`src/rtl/ysyx_25010008_arbiter_pkg.sv`:
```
// Shared definitions for the IFU/LSU AXI4-Lite arbiter: grant states and response codes.
package ysyx_25010008_arbiter_pkg;

  typedef enum logic [1:0] {
    IDLE   = 2'd0,
    IFU_RD = 2'd1,
    LSU_RD = 2'd2,
    LSU_WR = 2'd3
  } arb_state_e;

  localparam logic [1:0] OKAY   = 2'b00;
  localparam logic [1:0] SLVERR = 2'b10;

endpackage

```
`src/rtl/ysyx_25010008_arbiter_if.sv`:
```
// AXI4-Lite channel bundle; "master" drives requests, "slave" drives responses.
interface ysyx_25010008_arbiter_if;
  logic [31:0] araddr;
  logic        arvalid, arready;
  logic [31:0] rdata;
  logic [1:0]  rresp;
  logic        rvalid, rready;
  logic [31:0] awaddr;
  logic        awvalid, awready;
  logic [31:0] wdata;
  logic [3:0]  wstrb;
  logic        wvalid, wready;
  logic [1:0]  bresp;
  logic        bvalid, bready;

  modport master (
    output araddr, arvalid, rready, awaddr, awvalid, wdata, wstrb, wvalid, bready,
    input  arready, rdata, rresp, rvalid, awready, wready, bresp, bvalid
  );

  modport slave (
    input  araddr, arvalid, rready, awaddr, awvalid, wdata, wstrb, wvalid, bready,
    output arready, rdata, rresp, rvalid, awready, wready, bresp, bvalid
  );
endinterface

```
`src/rtl/ysyx_25010008_watchdog.sv`:
```
// Saturating open-transaction counter with a sticky timeout flag.
module ysyx_25010008_watchdog #(
  parameter int TIMEOUT = 1023,
  parameter int CNT_W   = 10
) (
  input  logic clock,
  input  logic reset,
  input  logic clear,
  input  logic enable,
  output logic timeout_err
);
  localparam logic [CNT_W-1:0] LIMIT = CNT_W'(TIMEOUT);

  logic [CNT_W-1:0] cnt;

  always_ff @(posedge clock) begin
    if (reset) begin
      cnt         <= '0;
      timeout_err <= 1'b0;
    end else begin
      if (clear)
        cnt <= '0;
      else if (enable && cnt != LIMIT)
        cnt <= cnt + 1'b1;
      // flag rises together with the count reaching LIMIT; only reset drops it
      if (enable && cnt == LIMIT - 1'b1)
        timeout_err <= 1'b1;
    end
  end
endmodule

```
`src/rtl/ysyx_25010008_arbiter.sv`:
```
// Two-master (IFU read-only, LSU read/write) to one-slave AXI4-Lite arbiter, one transaction at a time.
module ysyx_25010008_arbiter
  import ysyx_25010008_arbiter_pkg::*;
#(
  parameter int TIMEOUT = 1023,
  parameter int CNT_W   = 10
) (
  input  logic                           clock,
  input  logic                           reset,
  ysyx_25010008_arbiter_if.slave         ifu,
  ysyx_25010008_arbiter_if.slave         lsu,
  ysyx_25010008_arbiter_if.master        s,
  output logic                           timeout_err
);
  arb_state_e state, state_nxt;

  always_ff @(posedge clock) begin
    if (reset) state <= IDLE;
    else       state <= state_nxt;
  end

  always_comb begin
    state_nxt   = state;
    s.araddr    = '0;  s.arvalid = 1'b0; s.rready = 1'b0;
    s.awaddr    = '0;  s.awvalid = 1'b0;
    s.wdata     = '0;  s.wstrb   = '0;   s.wvalid = 1'b0; s.bready = 1'b0;
    ifu.arready = 1'b0; ifu.rdata = '0;  ifu.rresp = '0;  ifu.rvalid = 1'b0;
    ifu.awready = 1'b0; ifu.wready = 1'b0; ifu.bresp = '0; ifu.bvalid = 1'b0;
    lsu.arready = 1'b0; lsu.rdata = '0;  lsu.rresp = '0;  lsu.rvalid = 1'b0;
    lsu.awready = 1'b0; lsu.wready = 1'b0; lsu.bresp = '0; lsu.bvalid = 1'b0;
    unique case (state)
      IDLE: begin
        if      (lsu.awvalid) state_nxt = LSU_WR;
        else if (lsu.arvalid) state_nxt = LSU_RD;
        else if (ifu.arvalid) state_nxt = IFU_RD;
      end
      IFU_RD: begin
        s.araddr    = ifu.araddr;  s.arvalid  = ifu.arvalid; ifu.arready = s.arready;
        ifu.rdata   = s.rdata;     ifu.rresp  = s.rresp;     ifu.rvalid  = s.rvalid;
        s.rready    = ifu.rready;
        if (s.rvalid && ifu.rready) state_nxt = IDLE;
      end
      LSU_RD: begin
        s.araddr    = lsu.araddr;  s.arvalid  = lsu.arvalid; lsu.arready = s.arready;
        lsu.rdata   = s.rdata;     lsu.rresp  = s.rresp;     lsu.rvalid  = s.rvalid;
        s.rready    = lsu.rready;
        if (s.rvalid && lsu.rready) state_nxt = IDLE;
      end
      LSU_WR: begin
        // AW and W pass through independently; only the B beat closes the grant
        s.awaddr    = lsu.awaddr;  s.awvalid  = lsu.awvalid; lsu.awready = s.awready;
        s.wdata     = lsu.wdata;   s.wstrb    = lsu.wstrb;
        s.wvalid    = lsu.wvalid;  lsu.wready = s.wready;
        lsu.bresp   = s.bresp;     lsu.bvalid = s.bvalid;    s.bready    = lsu.bready;
        if (s.bvalid && lsu.bready) state_nxt = IDLE;
      end
      default: state_nxt = IDLE;
    endcase
  end

  // IFU never writes; its write-request lines are intentionally ignored.
  logic unused_ifu_wr;
  assign unused_ifu_wr = ^{ifu.awaddr, ifu.awvalid, ifu.wdata, ifu.wstrb, ifu.wvalid, ifu.bready};

  ysyx_25010008_watchdog #(.TIMEOUT(TIMEOUT), .CNT_W(CNT_W)) u_watchdog (
    .clock      (clock),
    .reset      (reset),
    .clear      (state == IDLE),
    .enable     (state != IDLE),
    .timeout_err(timeout_err)
  );
endmodule
```
`src/flat_wrapper.sv`:
```
// flat-port wrapper written by rule: the top's interface ports become plain ports
module ysyx_25010008_arbiter_flat import ysyx_25010008_arbiter_pkg::*;
#(
  parameter int TIMEOUT = 1023,
  parameter int CNT_W   = 10
)
  (clock, reset, timeout_err, ifu_araddr, ifu_arvalid, ifu_rready, ifu_awaddr, ifu_awvalid, ifu_wdata, ifu_wstrb, ifu_wvalid, ifu_bready, ifu_arready, ifu_rdata, ifu_rresp, ifu_rvalid, ifu_awready, ifu_wready, ifu_bresp, ifu_bvalid, lsu_araddr, lsu_arvalid, lsu_rready, lsu_awaddr, lsu_awvalid, lsu_wdata, lsu_wstrb, lsu_wvalid, lsu_bready, lsu_arready, lsu_rdata, lsu_rresp, lsu_rvalid, lsu_awready, lsu_wready, lsu_bresp, lsu_bvalid, s_araddr, s_arvalid, s_rready, s_awaddr, s_awvalid, s_wdata, s_wstrb, s_wvalid, s_bready, s_arready, s_rdata, s_rresp, s_rvalid, s_awready, s_wready, s_bresp, s_bvalid);
  ysyx_25010008_arbiter_if ifu_i ();
  ysyx_25010008_arbiter_if lsu_i ();
  ysyx_25010008_arbiter_if s_i ();
  input  logic clock;
  input  logic reset;
  output logic timeout_err;
  input wire logic [$bits(ifu_i.araddr)-1:0] ifu_araddr;
  input wire logic [$bits(ifu_i.arvalid)-1:0] ifu_arvalid;
  input wire logic [$bits(ifu_i.rready)-1:0] ifu_rready;
  input wire logic [$bits(ifu_i.awaddr)-1:0] ifu_awaddr;
  input wire logic [$bits(ifu_i.awvalid)-1:0] ifu_awvalid;
  input wire logic [$bits(ifu_i.wdata)-1:0] ifu_wdata;
  input wire logic [$bits(ifu_i.wstrb)-1:0] ifu_wstrb;
  input wire logic [$bits(ifu_i.wvalid)-1:0] ifu_wvalid;
  input wire logic [$bits(ifu_i.bready)-1:0] ifu_bready;
  output wire logic [$bits(ifu_i.arready)-1:0] ifu_arready;
  output wire logic [$bits(ifu_i.rdata)-1:0] ifu_rdata;
  output wire logic [$bits(ifu_i.rresp)-1:0] ifu_rresp;
  output wire logic [$bits(ifu_i.rvalid)-1:0] ifu_rvalid;
  output wire logic [$bits(ifu_i.awready)-1:0] ifu_awready;
  output wire logic [$bits(ifu_i.wready)-1:0] ifu_wready;
  output wire logic [$bits(ifu_i.bresp)-1:0] ifu_bresp;
  output wire logic [$bits(ifu_i.bvalid)-1:0] ifu_bvalid;
  input wire logic [$bits(lsu_i.araddr)-1:0] lsu_araddr;
  input wire logic [$bits(lsu_i.arvalid)-1:0] lsu_arvalid;
  input wire logic [$bits(lsu_i.rready)-1:0] lsu_rready;
  input wire logic [$bits(lsu_i.awaddr)-1:0] lsu_awaddr;
  input wire logic [$bits(lsu_i.awvalid)-1:0] lsu_awvalid;
  input wire logic [$bits(lsu_i.wdata)-1:0] lsu_wdata;
  input wire logic [$bits(lsu_i.wstrb)-1:0] lsu_wstrb;
  input wire logic [$bits(lsu_i.wvalid)-1:0] lsu_wvalid;
  input wire logic [$bits(lsu_i.bready)-1:0] lsu_bready;
  output wire logic [$bits(lsu_i.arready)-1:0] lsu_arready;
  output wire logic [$bits(lsu_i.rdata)-1:0] lsu_rdata;
  output wire logic [$bits(lsu_i.rresp)-1:0] lsu_rresp;
  output wire logic [$bits(lsu_i.rvalid)-1:0] lsu_rvalid;
  output wire logic [$bits(lsu_i.awready)-1:0] lsu_awready;
  output wire logic [$bits(lsu_i.wready)-1:0] lsu_wready;
  output wire logic [$bits(lsu_i.bresp)-1:0] lsu_bresp;
  output wire logic [$bits(lsu_i.bvalid)-1:0] lsu_bvalid;
  output wire logic [$bits(s_i.araddr)-1:0] s_araddr;
  output wire logic [$bits(s_i.arvalid)-1:0] s_arvalid;
  output wire logic [$bits(s_i.rready)-1:0] s_rready;
  output wire logic [$bits(s_i.awaddr)-1:0] s_awaddr;
  output wire logic [$bits(s_i.awvalid)-1:0] s_awvalid;
  output wire logic [$bits(s_i.wdata)-1:0] s_wdata;
  output wire logic [$bits(s_i.wstrb)-1:0] s_wstrb;
  output wire logic [$bits(s_i.wvalid)-1:0] s_wvalid;
  output wire logic [$bits(s_i.bready)-1:0] s_bready;
  input wire logic [$bits(s_i.arready)-1:0] s_arready;
  input wire logic [$bits(s_i.rdata)-1:0] s_rdata;
  input wire logic [$bits(s_i.rresp)-1:0] s_rresp;
  input wire logic [$bits(s_i.rvalid)-1:0] s_rvalid;
  input wire logic [$bits(s_i.awready)-1:0] s_awready;
  input wire logic [$bits(s_i.wready)-1:0] s_wready;
  input wire logic [$bits(s_i.bresp)-1:0] s_bresp;
  input wire logic [$bits(s_i.bvalid)-1:0] s_bvalid;
  assign ifu_i.araddr = ifu_araddr;
  assign ifu_i.arvalid = ifu_arvalid;
  assign ifu_i.rready = ifu_rready;
  assign ifu_i.awaddr = ifu_awaddr;
  assign ifu_i.awvalid = ifu_awvalid;
  assign ifu_i.wdata = ifu_wdata;
  assign ifu_i.wstrb = ifu_wstrb;
  assign ifu_i.wvalid = ifu_wvalid;
  assign ifu_i.bready = ifu_bready;
  assign ifu_arready = ifu_i.arready;
  assign ifu_rdata = ifu_i.rdata;
  assign ifu_rresp = ifu_i.rresp;
  assign ifu_rvalid = ifu_i.rvalid;
  assign ifu_awready = ifu_i.awready;
  assign ifu_wready = ifu_i.wready;
  assign ifu_bresp = ifu_i.bresp;
  assign ifu_bvalid = ifu_i.bvalid;
  assign lsu_i.araddr = lsu_araddr;
  assign lsu_i.arvalid = lsu_arvalid;
  assign lsu_i.rready = lsu_rready;
  assign lsu_i.awaddr = lsu_awaddr;
  assign lsu_i.awvalid = lsu_awvalid;
  assign lsu_i.wdata = lsu_wdata;
  assign lsu_i.wstrb = lsu_wstrb;
  assign lsu_i.wvalid = lsu_wvalid;
  assign lsu_i.bready = lsu_bready;
  assign lsu_arready = lsu_i.arready;
  assign lsu_rdata = lsu_i.rdata;
  assign lsu_rresp = lsu_i.rresp;
  assign lsu_rvalid = lsu_i.rvalid;
  assign lsu_awready = lsu_i.awready;
  assign lsu_wready = lsu_i.wready;
  assign lsu_bresp = lsu_i.bresp;
  assign lsu_bvalid = lsu_i.bvalid;
  assign s_araddr = s_i.araddr;
  assign s_arvalid = s_i.arvalid;
  assign s_rready = s_i.rready;
  assign s_awaddr = s_i.awaddr;
  assign s_awvalid = s_i.awvalid;
  assign s_wdata = s_i.wdata;
  assign s_wstrb = s_i.wstrb;
  assign s_wvalid = s_i.wvalid;
  assign s_bready = s_i.bready;
  assign s_i.arready = s_arready;
  assign s_i.rdata = s_rdata;
  assign s_i.rresp = s_rresp;
  assign s_i.rvalid = s_rvalid;
  assign s_i.awready = s_awready;
  assign s_i.wready = s_wready;
  assign s_i.bresp = s_bresp;
  assign s_i.bvalid = s_bvalid;
  ysyx_25010008_arbiter #(.TIMEOUT(TIMEOUT), .CNT_W(CNT_W)) u_core (.clock(clock), .reset(reset), .ifu(ifu_i), .lsu(lsu_i), .s(s_i), .timeout_err(timeout_err));
endmodule
```
`config.mk`:
```
export PLATFORM = sky130hd
export DESIGN_NAME = ysyx_25010008_arbiter_flat
export DESIGN_NICKNAME = d
export VERILOG_FILES = /design/src/rtl/ysyx_25010008_arbiter_pkg.sv /design/src/rtl/ysyx_25010008_arbiter_if.sv /design/src/rtl/ysyx_25010008_watchdog.sv /design/src/rtl/ysyx_25010008_arbiter.sv /design/src/flat_wrapper.sv
export SDC_FILE = /design/constraint.sdc
export NUM_CORES = 1
export LEC_CHECK = 0
export BUFFER_PORTS_ARGS = -buffer_cell sky130_fd_sc_hd__buf_2
export CAP_MARGIN = 10
export CORE_AREA = 4 4 167 169
export DETAILED_ROUTE_END_ITERATION = 16
export DIE_AREA = 0 0 171 173
export MAX_ROUTING_LAYER = met4
export PLACE_DENSITY_LB_ADDON = 0.08
export SYNTH_ARGS = -nofsm -noshare
export SYNTH_HDL_FRONTEND = slang
export SYNTH_HIERARCHICAL = 1
export SYNTH_SLANG_ARGS = --single-unit
```
`constraint.sdc`:
```
create_clock -name clock -period 1.8 [get_ports clock]
set_input_delay 0.09 -clock clock [delete_from_list [all_inputs] [get_ports clock]]
set_output_delay 0.09 -clock clock [all_outputs]
set_load 0.1 [all_outputs]
```
==> results of run 1 <==
[kinds of logic after synthesis]
logic type               Yosys count  share of synthesized area [%]
buffers and inverters             41                           8.11
AO/OA/AOI/OAI                     59                           18.4
adder cells (fa/ha/maj)            8                           4.10
flip-flops                        13                           10.7
other                              1                          0.154
AND/OR/NAND/NOR                  220                           57.0
multiplexers                       4                           1.64
[state kept, by name, indices dropped and copies added, names as in the netlist]
register	cells
u_core/u_watchdog/cnt	10
u_core/state	2
u_core/u_watchdog/timeout_err	1
[per-stage QoR]
| step | setup WS [ns] | hold slack, ns |
|---|---|---|
| global placement | 0.174 | 0.405 |
| CTS | 0.0274 | 0.162 |
| floorplan | -0.174 | 0.162 |
| detailed placement | 0.143 | 0.410 |
| global route | 0.00192 | 0.198 |
| finish | 0.0561 | 0.164 |
[metal layers]
metal / vias to the layer above / part of all wire (%) / wire length (um) / GRT usage [%]
li1: 1867 / - / - / -
met5: - / 0 / 0 / -
met2: 200 / 48 / 9430 / 20.3
met4: 0 / 0.63 / 123 / 1.42
met3: 10 / 13 / 2440 / 6.56
met1: 1827 / 38 / 7450 / 14.7
[layout by cell type (no fill, tap or decap), types with 6 or more instances in the layout]
cell type	count
dfxtp_1	12
buf_4	6
and2_2	41
nor2b_2	27
buf_12	187
buf_2	182
a22oi_1	32
and2_1	108
diode_2	6
nand2_1	6
nor2b_4	7
[cells in the mapped netlist (3+ instances only)]
library cell / count / area share, %
a21oi_1: 5 / 1.0
mux2i_1: 4 / 1.6
clkbuf_1: 20 / 3.1
nand2_1: 6 / 0.92
ha_1: 8 / 4.1
and4_1: 3 / 1.1
nand4_1: 3 / 0.77
buf_2: 8 / 1.6
and3_1: 4 / 1.0
and2_1: 149 / 38
nor2b_1: 35 / 9.0
a22oi_1: 34 / 10
buf_4: 5 / 1.5
inv_1: 6 / 0.92
dfxtp_1: 13 / 11
nor3_1: 4 / 0.82
nand3_1: 3 / 0.62
o21ai_0: 4 / 0.82
[timing repair]
item                       4_1_cts  5_1_grt
hold endpoints to repair         0        0
pin swaps                        0        0
hold buffers                     0        0
setup endpoints to repair       30       41
gates cloned                     0        1
gates resized for setup          3        9
[worst max-delay path, stage by stage, from the launching register on]
cell,delay (ns)
dfxtp_1,0.31
buf_4,0.15
ha_1,0.21
buf_12,0.18
a22oi_1,0.30
nor2b_4,0.08
buf_12,0.17
[area by class of cell]
type / count / area, um2 / area share, %
multi-input cells: 296 / 2210 / 28.4
repair buffers: 379 / 4760 / 61.2
diodes: 6 / 15.0 / 0.193
inverters: 6 / 22.5 / 0.290
flip-flops and latches: 13 / 262 / 3.37
clock buffers: 4 / 78.8 / 1.01
well taps: 341 / 427 / 5.49
[power by group through the flow]
stage,combinational (mW),clock (mW),sequential [mW]
CTS,11.6,0.438,0.347
detailed placement,11.6,0,0.353
global placement,11.6,0,0.349
global route,12.0,0.448,0.358
floorplan,7.24,0,0.357
finish,11.6,0.421,0.354
[worst paths after layout]
kind,cells after the start,end,from,slack (ns)
min,2,u_core/u_watchdog/timeout_err$_SDFFE_PP0P_,reset,0.16
max reg2reg,6,u_core/u_watchdog/cnt[5]$_SDFFE_PP0P_,u_core/state[1]$_SDFFE_PP0P_,0.15
min reg2reg,2,u_core/u_watchdog/timeout_err$_SDFFE_PP0P_,u_core/u_watchdog/timeout_err$_SDFFE_PP0P_,0.49
max,6,s_araddr[0],u_core/state[1]$_SDFFE_PP0P_,0.06
==> report_table.html, run 1 <==
<table>
<tr><th>Metric</th><th>Value</th></tr>
<tr><th colspan="2">Drt</th></tr>
<tr><td>Via count normalized by instance count</td><td>3.74</td></tr>
<tr><td>Detailed-routing iteration count for the pre-antenna-repair pass</td><td>4</td></tr>
<tr><td>First DRT Iteration DRCs</td><td>92</td></tr>
<tr><td>Total via count after detailed routing</td><td>3,904</td></tr>
<tr><td>Routed Antenna Nets</td><td>0</td></tr>
<tr><td>Post-detailed-route wirelength per cell</td><td>18.6 um</td></tr>
<tr><td>Post-detailed-route DRC marker count</td><td>0</td></tr>
<tr><td>Final Routed Wirelength</td><td>19,400 um</td></tr>
<tr><th colspan="2">Place</th></tr>
<tr><td>Placer congestion estimate</td><td>0.833</td></tr>
<tr><td>Half-perimeter wire length after placement</td><td>17,600 um</td></tr>
<tr><td>Count of port buffers added during placement</td><td>364</td></tr>
<tr><td>Placed instance area</td><td>7600 um2</td></tr>
<tr><td>Placed cell count</td><td>1,034</td></tr>
<tr><th colspan="2">Power</th></tr>
<tr><td>Combinational Power Share</td><td>93.7%</td></tr>
<tr><td>Sequential share of power</td><td>2.9%</td></tr>
<tr><td>Maximum resistive drop on vdd</td><td>0.669 mV</td></tr>
<tr><td>Net switching component of the power</td><td>7.59 mW</td></tr>
<tr><td>Clock share of power</td><td>3.4%</td></tr>
<tr><td>Ratio of total power to cell area</td><td>1590 nW/um2</td></tr>
<tr><td>Internal Dissipation</td><td>4.75 mW</td></tr>
<tr><td>Leakage power summed over all cells</td><td>3.32 nW</td></tr>
<tr><td>Power after layout</td><td>12.3 mW</td></tr>
<tr><td>Share of total power consumed by net switching</td><td>61.5%</td></tr>
<tr><th colspan="2">CTS</th></tr>
<tr><td>Post-CTS setup-driven buffer insertion count</td><td>0</td></tr>
<tr><td>TritonCTS Buffers</td><td>3</td></tr>
<tr><td>Total number of H-tree levels</td><td>1</td></tr>
<tr><td>Clock tree from TritonCTS</td><td>yes</td></tr>
<tr><td>Clock-pin slew reported for the worst setup and hold paths after clock tree synthesis</td><td>0.05 ns</td></tr>
<tr><td>Root Driver</td><td>clkbuf_16</td></tr>
<tr><td>CTS Sinks</td><td>13</td></tr>
<tr><td>Number of buffers on the longest clock path</td><td>2</td></tr>
<tr><td>Clock latency reported for the late side of the worst-skew pair</td><td>0.24 ns</td></tr>
<tr><th colspan="2">Timing</th></tr>
<tr><td>Clock tree skew after final layout</td><td>0.000280 ns</td></tr>
<tr><td>Final worst path period need</td><td>1.74 ns</td></tr>
<tr><td>Highest achievable clock rate</td><td>573 MHz</td></tr>
<tr><td>Max-slew violation count</td><td>0</td></tr>
<tr><td>Total negative slack</td><td>0 ns</td></tr>
<tr><td>Final hold violation count</td><td>0</td></tr>
<tr><td>Number of setup violations in the final report</td><td>0</td></tr>
<tr><td>Share of the clock period used by the worst path</td><td>96.9%</td></tr>
<tr><td>Setup repair after global routing missed its margin</td><td>no</td></tr>
<tr><th colspan="2">Yosys</th></tr>
<tr><td>EDFF count, synth</td><td>0</td></tr>
<tr><td>Combined area of all synthesized cells</td><td>2440 um2</td></tr>
<tr><td>Gate count after technology mapping</td><td>346</td></tr>
<tr><td>Synthesis Warnings</td><td>6</td></tr>
<tr><td>Syn Area/Cell</td><td>7.05 um2</td></tr>
<tr><td>Count of state elements after synthesis</td><td>13</td></tr>
<tr><td>Number of distinct standard cells referenced by the synthesized netlist</td><td>40</td></tr>
<tr><td>Top_reg_cell synth</td><td>dfxtp_1</td></tr>
<tr><td>Sequential fraction of the synthesis area</td><td>10.7%</td></tr>
<tr><td>Async set-reset flop share out of synthesis</td><td>0%</td></tr>
<tr><th colspan="2">Floorplan</th></tr>
<tr><td>Number of primary I/O pins</td><td>441</td></tr>
<tr><td>Die W</td><td>171 um</td></tr>
<tr><td>Number of placement rows</td><td>60</td></tr>
<tr><td>Core footprint</td><td>26,600 um2</td></tr>
<tr><td>Die Area</td><td>29,600 um2</td></tr>
<tr><td>Initial Util</td><td>9.18%</td></tr>
<tr><td>Overall die height</td><td>173 um</td></tr>
<tr><th colspan="2">Global routing</th></tr>
<tr><td>Via count of the first global-routing pass</td><td>4,299</td></tr>
<tr><td>Wire length of the first global-routing pass</td><td>27,700 um</td></tr>
<tr><td>Antenna violations before repair</td><td>12</td></tr>
<tr><td>Final global-route overflow total</td><td>0</td></tr>
<tr><td>Maximum number of pins on one net before global-route repair</td><td>58</td></tr>
<tr><td>Global-route usage over all layers</td><td>12.7%</td></tr>
<tr><th colspan="2">Setup path</th></tr>
<tr><td>Critical Setup Path Class</td><td>flip-flop to primary output</td></tr>
<tr><td>Startpoint class of the critical path</td><td>flip-flop</td></tr>
<tr><td>Crit path DAT</td><td>1.65 ns</td></tr>
<tr><td>Endpoint class of the critical path</td><td>primary output</td></tr>
<tr><td>Crit path max fanout</td><td>34</td></tr>
<tr><td>Crit path required time</td><td>1.71 ns</td></tr>
<tr><th colspan="2">Final layout</th></tr>
<tr><td>Total non-filler cell area in the finished layout</td><td>7770 um2</td></tr>
<tr><td>Fraction of the core area covered by cells at the end of the flow</td><td>29.2%</td></tr>
<tr><td>Nets</td><td>960</td></tr>
<tr><td>Count of filler cells inserted in the layout</td><td>2,842</td></tr>
<tr><td>Share of cells above drive strength 1</td><td>67.5%</td></tr>
<tr><td>Non-filler instance count after layout</td><td>1,045</td></tr>
<tr><td>Area growth from synthesis to final layout</td><td>219%</td></tr>
<tr><th colspan="2">Run status</th></tr>
<tr><td>Outcome</td><td>complete, no violations</td></tr>
<tr><th colspan="2">Flow run</th></tr>
<tr><td>Maxcap violations</td><td>0</td></tr>
<tr><th colspan="2">Worst hold path</th></tr>
<tr><td>Worst Hold Class</td><td>primary input to flip-flop</td></tr>
</table>
(Power assumes the default switching activity.)
==> inputs of run 2 (changes only) <==
--- a/config.mk
+++ b/config.mk
@@ -7,6 +7,8 @@
 export LEC_CHECK = 0
 export BUFFER_PORTS_ARGS = -buffer_cell sky130_fd_sc_hd__buf_2
 export CAP_MARGIN = 10
+export CELL_PAD_IN_SITES_DETAIL_PLACEMENT = 1
+export CELL_PAD_IN_SITES_GLOBAL_PLACEMENT = 1
 export CORE_AREA = 4 4 167 169
 export DETAILED_ROUTE_END_ITERATION = 16
 export DIE_AREA = 0 0 171 173
==> run 2 against run 1 <==
  * Via count down 0.79%
  * Largest power group unchanged
  * Sequential power about the same
  * Global-route usage rose by 0.82 points
  * Power grew 2.6%
  * Core utilization is 0.25 points higher
  * Register-to-register slack got worse by 0.03 ns
  * Sequential share of layout area about the same
  * Clock power grew 2%
==> report_table.html, run 2 (synthesized netlist as in run 1, its figures left out) <==
<table>
<tr><th>Metric</th><th>Value</th></tr>
<tr><th colspan="2">Run status</th></tr>
<tr><td>Outcome</td><td>complete, no violations</td></tr>
<tr><th colspan="2">Drt</th></tr>
<tr><td>Final Routed Wirelength</td><td>20,400 um (+5.1%)</td></tr>
<tr><td>First DRT Iteration DRCs</td><td>74 (-20%)</td></tr>
<tr><td>Post-detailed-route wirelength per cell</td><td>19.5 um (+4.8%)</td></tr>
<tr><td>Routed Antenna Nets</td><td>0 (unchanged)</td></tr>
<tr><td>Total via count after detailed routing</td><td>3,873 (-0.79%)</td></tr>
<tr><td>Post-detailed-route DRC marker count</td><td>0 (unchanged)</td></tr>
<tr><td>Via count normalized by instance count</td><td>3.70 (-1.1%)</td></tr>
<tr><td>Detailed-routing iteration count for the pre-antenna-repair pass</td><td>4 (unchanged)</td></tr>
<tr><th colspan="2">Timing</th></tr>
<tr><td>Worst Slack Setup Final</td><td>0.0209 ns (-0.0352 ns)</td></tr>
<tr><td>Final worst path period need</td><td>1.78 ns (+0.0352 ns)</td></tr>
<tr><td>Worst-case headroom to the max-slew limit</td><td>65.8%</td></tr>
<tr><td>Setup repair after global routing missed its margin</td><td>yes</td></tr>
<tr><td>Clock tree skew after final layout</td><td>0.00135 ns (+0.00107 ns)</td></tr>
<tr><td>Total negative slack</td><td>0 ns (unchanged)</td></tr>
<tr><td>Max-slew violation count</td><td>0 (unchanged)</td></tr>
<tr><td>Highest achievable clock rate</td><td>562 MHz (-2.0%)</td></tr>
<tr><td>Share of the clock period used by the worst path</td><td>98.8% (+2.0 points)</td></tr>
<tr><td>Transition time of the tightest slew-check pin</td><td>0.516 ns</td></tr>
<tr><td>Number of setup violations in the final report</td><td>0 (unchanged)</td></tr>
<tr><td>Final hold violation count</td><td>0 (unchanged)</td></tr>
<tr><th colspan="2">Final layout</th></tr>
<tr><td>Largest regs</td><td>u_core/u_watchdog/cnt: 10 flops, u_core/state: 2 flops, u_core/u_watchdog/timeout_err: 1 flops</td></tr>
<tr><td>Nets</td><td>960 (unchanged)</td></tr>
<tr><td>Share of cells above drive strength 1</td><td>68.6% (+1.1 points)</td></tr>
<tr><td>Most common library cell in the layout ignoring fill and taps</td><td>buf_12</td></tr>
<tr><td>Max reg flops</td><td>10 (unchanged)</td></tr>
<tr><td>Most used cells in the layout excluding fill and tap cells</td><td>buf_12, buf_2, and2_1</td></tr>
<tr><td>Top reg by flops</td><td>u_core/u_watchdog/cnt</td></tr>
<tr><td>Area growth from synthesis to final layout</td><td>221%</td></tr>
<tr><th colspan="2">CTS</th></tr>
<tr><td>Total number of H-tree levels</td><td>1 (unchanged)</td></tr>
<tr><td>Clock latency reported for the late side of the worst-skew pair</td><td>0.24 ns (about the same)</td></tr>
<tr><td>CTS Sinks</td><td>13 (unchanged)</td></tr>
<tr><td>Clock-pin slew reported for the worst setup and hold paths after clock tree synthesis</td><td>0.05 ns (about the same)</td></tr>
<tr><td>Post-CTS setup-driven buffer insertion count</td><td>0 (unchanged)</td></tr>
<tr><td>Root Driver</td><td>clkbuf_16</td></tr>
<tr><td>TritonCTS Buffers</td><td>3 (unchanged)</td></tr>
<tr><td>Number of buffers on the longest clock path</td><td>2 (unchanged)</td></tr>
<tr><td>Clock tree from TritonCTS</td><td>yes</td></tr>
<tr><th colspan="2">Global routing</th></tr>
<tr><td>Final global-route overflow total</td><td>0 (unchanged)</td></tr>
<tr><td>Antenna violations before repair</td><td>9 (-3)</td></tr>
<tr><td>Global-route usage over all layers</td><td>13.5% (+0.82 points)</td></tr>
<tr><td>Wire length of the first global-routing pass</td><td>29,300 um (+5.6%)</td></tr>
<tr><td>Maximum number of pins on one net before global-route repair</td><td>43 (-26%)</td></tr>
<tr><td>Via count of the first global-routing pass</td><td>4,486 (+4.3%)</td></tr>
<tr><th colspan="2">Floorplan</th></tr>
<tr><td>Number of primary I/O pins</td><td>441 (unchanged)</td></tr>
<tr><td>Die W</td><td>171 um (unchanged)</td></tr>
<tr><td>Die Area</td><td>29,600 um2 (unchanged)</td></tr>
<tr><td>Initial Util</td><td>9.18% (unchanged)</td></tr>
<tr><td>Overall die height</td><td>173 um (unchanged)</td></tr>
<tr><td>Number of placement rows</td><td>60 (unchanged)</td></tr>
<tr><td>Core footprint</td><td>26,600 um2 (unchanged)</td></tr>
<tr><th colspan="2">Power</th></tr>
<tr><td>Leakage power summed over all cells</td><td>3.33 nW (+0.36%)</td></tr>
<tr><td>Maximum resistive drop on vdd</td><td>0.690 mV (+3.1%)</td></tr>
<tr><td>Ratio of total power to cell area</td><td>1620 nW/um2 (+1.8%)</td></tr>
<tr><td>Power after layout</td><td>12.7 mW (+2.6%)</td></tr>
<tr><th colspan="2">Setup path</th></tr>
<tr><td>Most Frequent Cell on Critical Path</td><td>buf_12</td></tr>
<tr><td>Startpoint class of the critical path</td><td>flip-flop</td></tr>
<tr><td>Crit path DAT</td><td>1.69 ns (+0.04 ns)</td></tr>
<tr><td>Crit path required time</td><td>1.71 ns (about the same)</td></tr>
<tr><td>Critical Setup Path Class</td><td>flip-flop to primary output</td></tr>
<tr><td>Crit path max fanout</td><td>28 (-18%)</td></tr>
<tr><td>Worst-path cell chain</td><td>inv_1 -&gt; ha_4 -&gt; buf_12 -&gt; a22oi_1 -&gt; nor2b_2 -&gt; buf_12</td></tr>
<tr><td>Endpoint class of the critical path</td><td>primary output</td></tr>
<tr><td>Critical-path top delay cell</td><td>dfxtp_1</td></tr>
<tr><td>CP max stage delay</td><td>0.39 ns (+0.08 ns)</td></tr>
<tr><th colspan="2">Place</th></tr>
<tr><td>Placer congestion estimate</td><td>0.752 (-9.7%)</td></tr>
<tr><td>Post-place setup slack</td><td>0.0947 ns (-0.0481 ns)</td></tr>
<tr><td>Count of port buffers added during placement</td><td>364 (unchanged)</td></tr>
<tr><td>Half-perimeter wire length after placement</td><td>18,200 um (+3.7%)</td></tr>
<tr><th colspan="2">Flow run</th></tr>
<tr><td>Maxcap violations</td><td>0 (unchanged)</td></tr>
<tr><th colspan="2">Worst hold path</th></tr>
<tr><td>Worst Hold Class</td><td>primary input to flip-flop</td></tr>
</table>
## run 2: changes by cell type in the layout (fill, tap and decap cells not counted), moves of 3 or more
cell / delta
a22oi_1: -6
a22oi_2: +6
diode_2: +3
buf_6: -3
## run 2: through the flow
| step | hold WS [ns] | instances | instance area, um2 | util (%) |
|---|---|---|---|---|
| after global placement | 0.408 | 1034 | 7600 | 28.6 |
| after detailed placement | 0.414 | 1034 | 7600 | 28.6 |
| after global routing | 0.188 | 1048 | 7840 | 29.5 |
| after CTS | 0.161 | 1038 | 7700 | 29.0 |
| final | 0.153 | 1048 | 7840 | 29.5 |
| after floorplan | 0.162 | 350 | 2620 | - |
## run 2: report_power, final
| part | internal, mW | total (mW) | switching [mW] |
|---|---|---|---|
| clock network | 0.300 | 0.430 | 0.130 |
| logic | 4.29 | 11.9 | 7.60 |
| registers | 0.322 | 0.357 | 0.0351 |
| total | 4.91 | 12.7 | 7.76 |
## run 2: final timing paths
path | depth (start not counted) | endpoint | startpoint | slack, ns
max | 6 | s_araddr[13] | u_core/state[1]$_SDFFE_PP0P_ | 0.02
min | 2 | u_core/u_watchdog/timeout_err$_SDFFE_PP0P_ | reset | 0.15
max reg2reg | 5 | u_core/u_watchdog/cnt[0]$_SDFFE_PP0P_ | u_core/state[1]$_SDFFE_PP0P_ | 0.12
min reg2reg | 2 | u_core/u_watchdog/timeout_err$_SDFFE_PP0P_ | u_core/u_watchdog/timeout_err$_SDFFE_PP0P_ | 0.48
## run 2: area by class of cell
class,count,area (um2)
fillers,3022,18700
repair buffers,379,4750
multi-input cells,296,2270
well taps,341,427
flip-flops and latches,13,260
clock buffers,4,78.8
inverters,6,22.5
diodes,9,22.5
## run 2: routing by layer
| layer | share of wire, % | global-route usage, % |
|---|---|---|
| met3 | 12 | 6.97 |
| met2 | 51 | 23.0 |
| met4 | 0.34 | 1.02 |
| met1 | 36 | 14.6 |
| met5 | 0 | - |
## run 2: critical path, delay by kind of cell, from the launching register on
| kind | cells | cell delay, ns |
|---|---|---|
| adders and majority gates | 1 | 0.22 |
| buffers and inverters | 3 | 0.49 |
| AOI/OAI and AO/OA | 1 | 0.24 |
| and+or+nand+nor | 1 | 0.09 |
| DFF | 1 | 0.39 |
## run 2: timing repair
action,CTS,global route
resized for setup,5,18
cloned,0,1
hold buffers,0,0
setup endpoints to repair,70,37
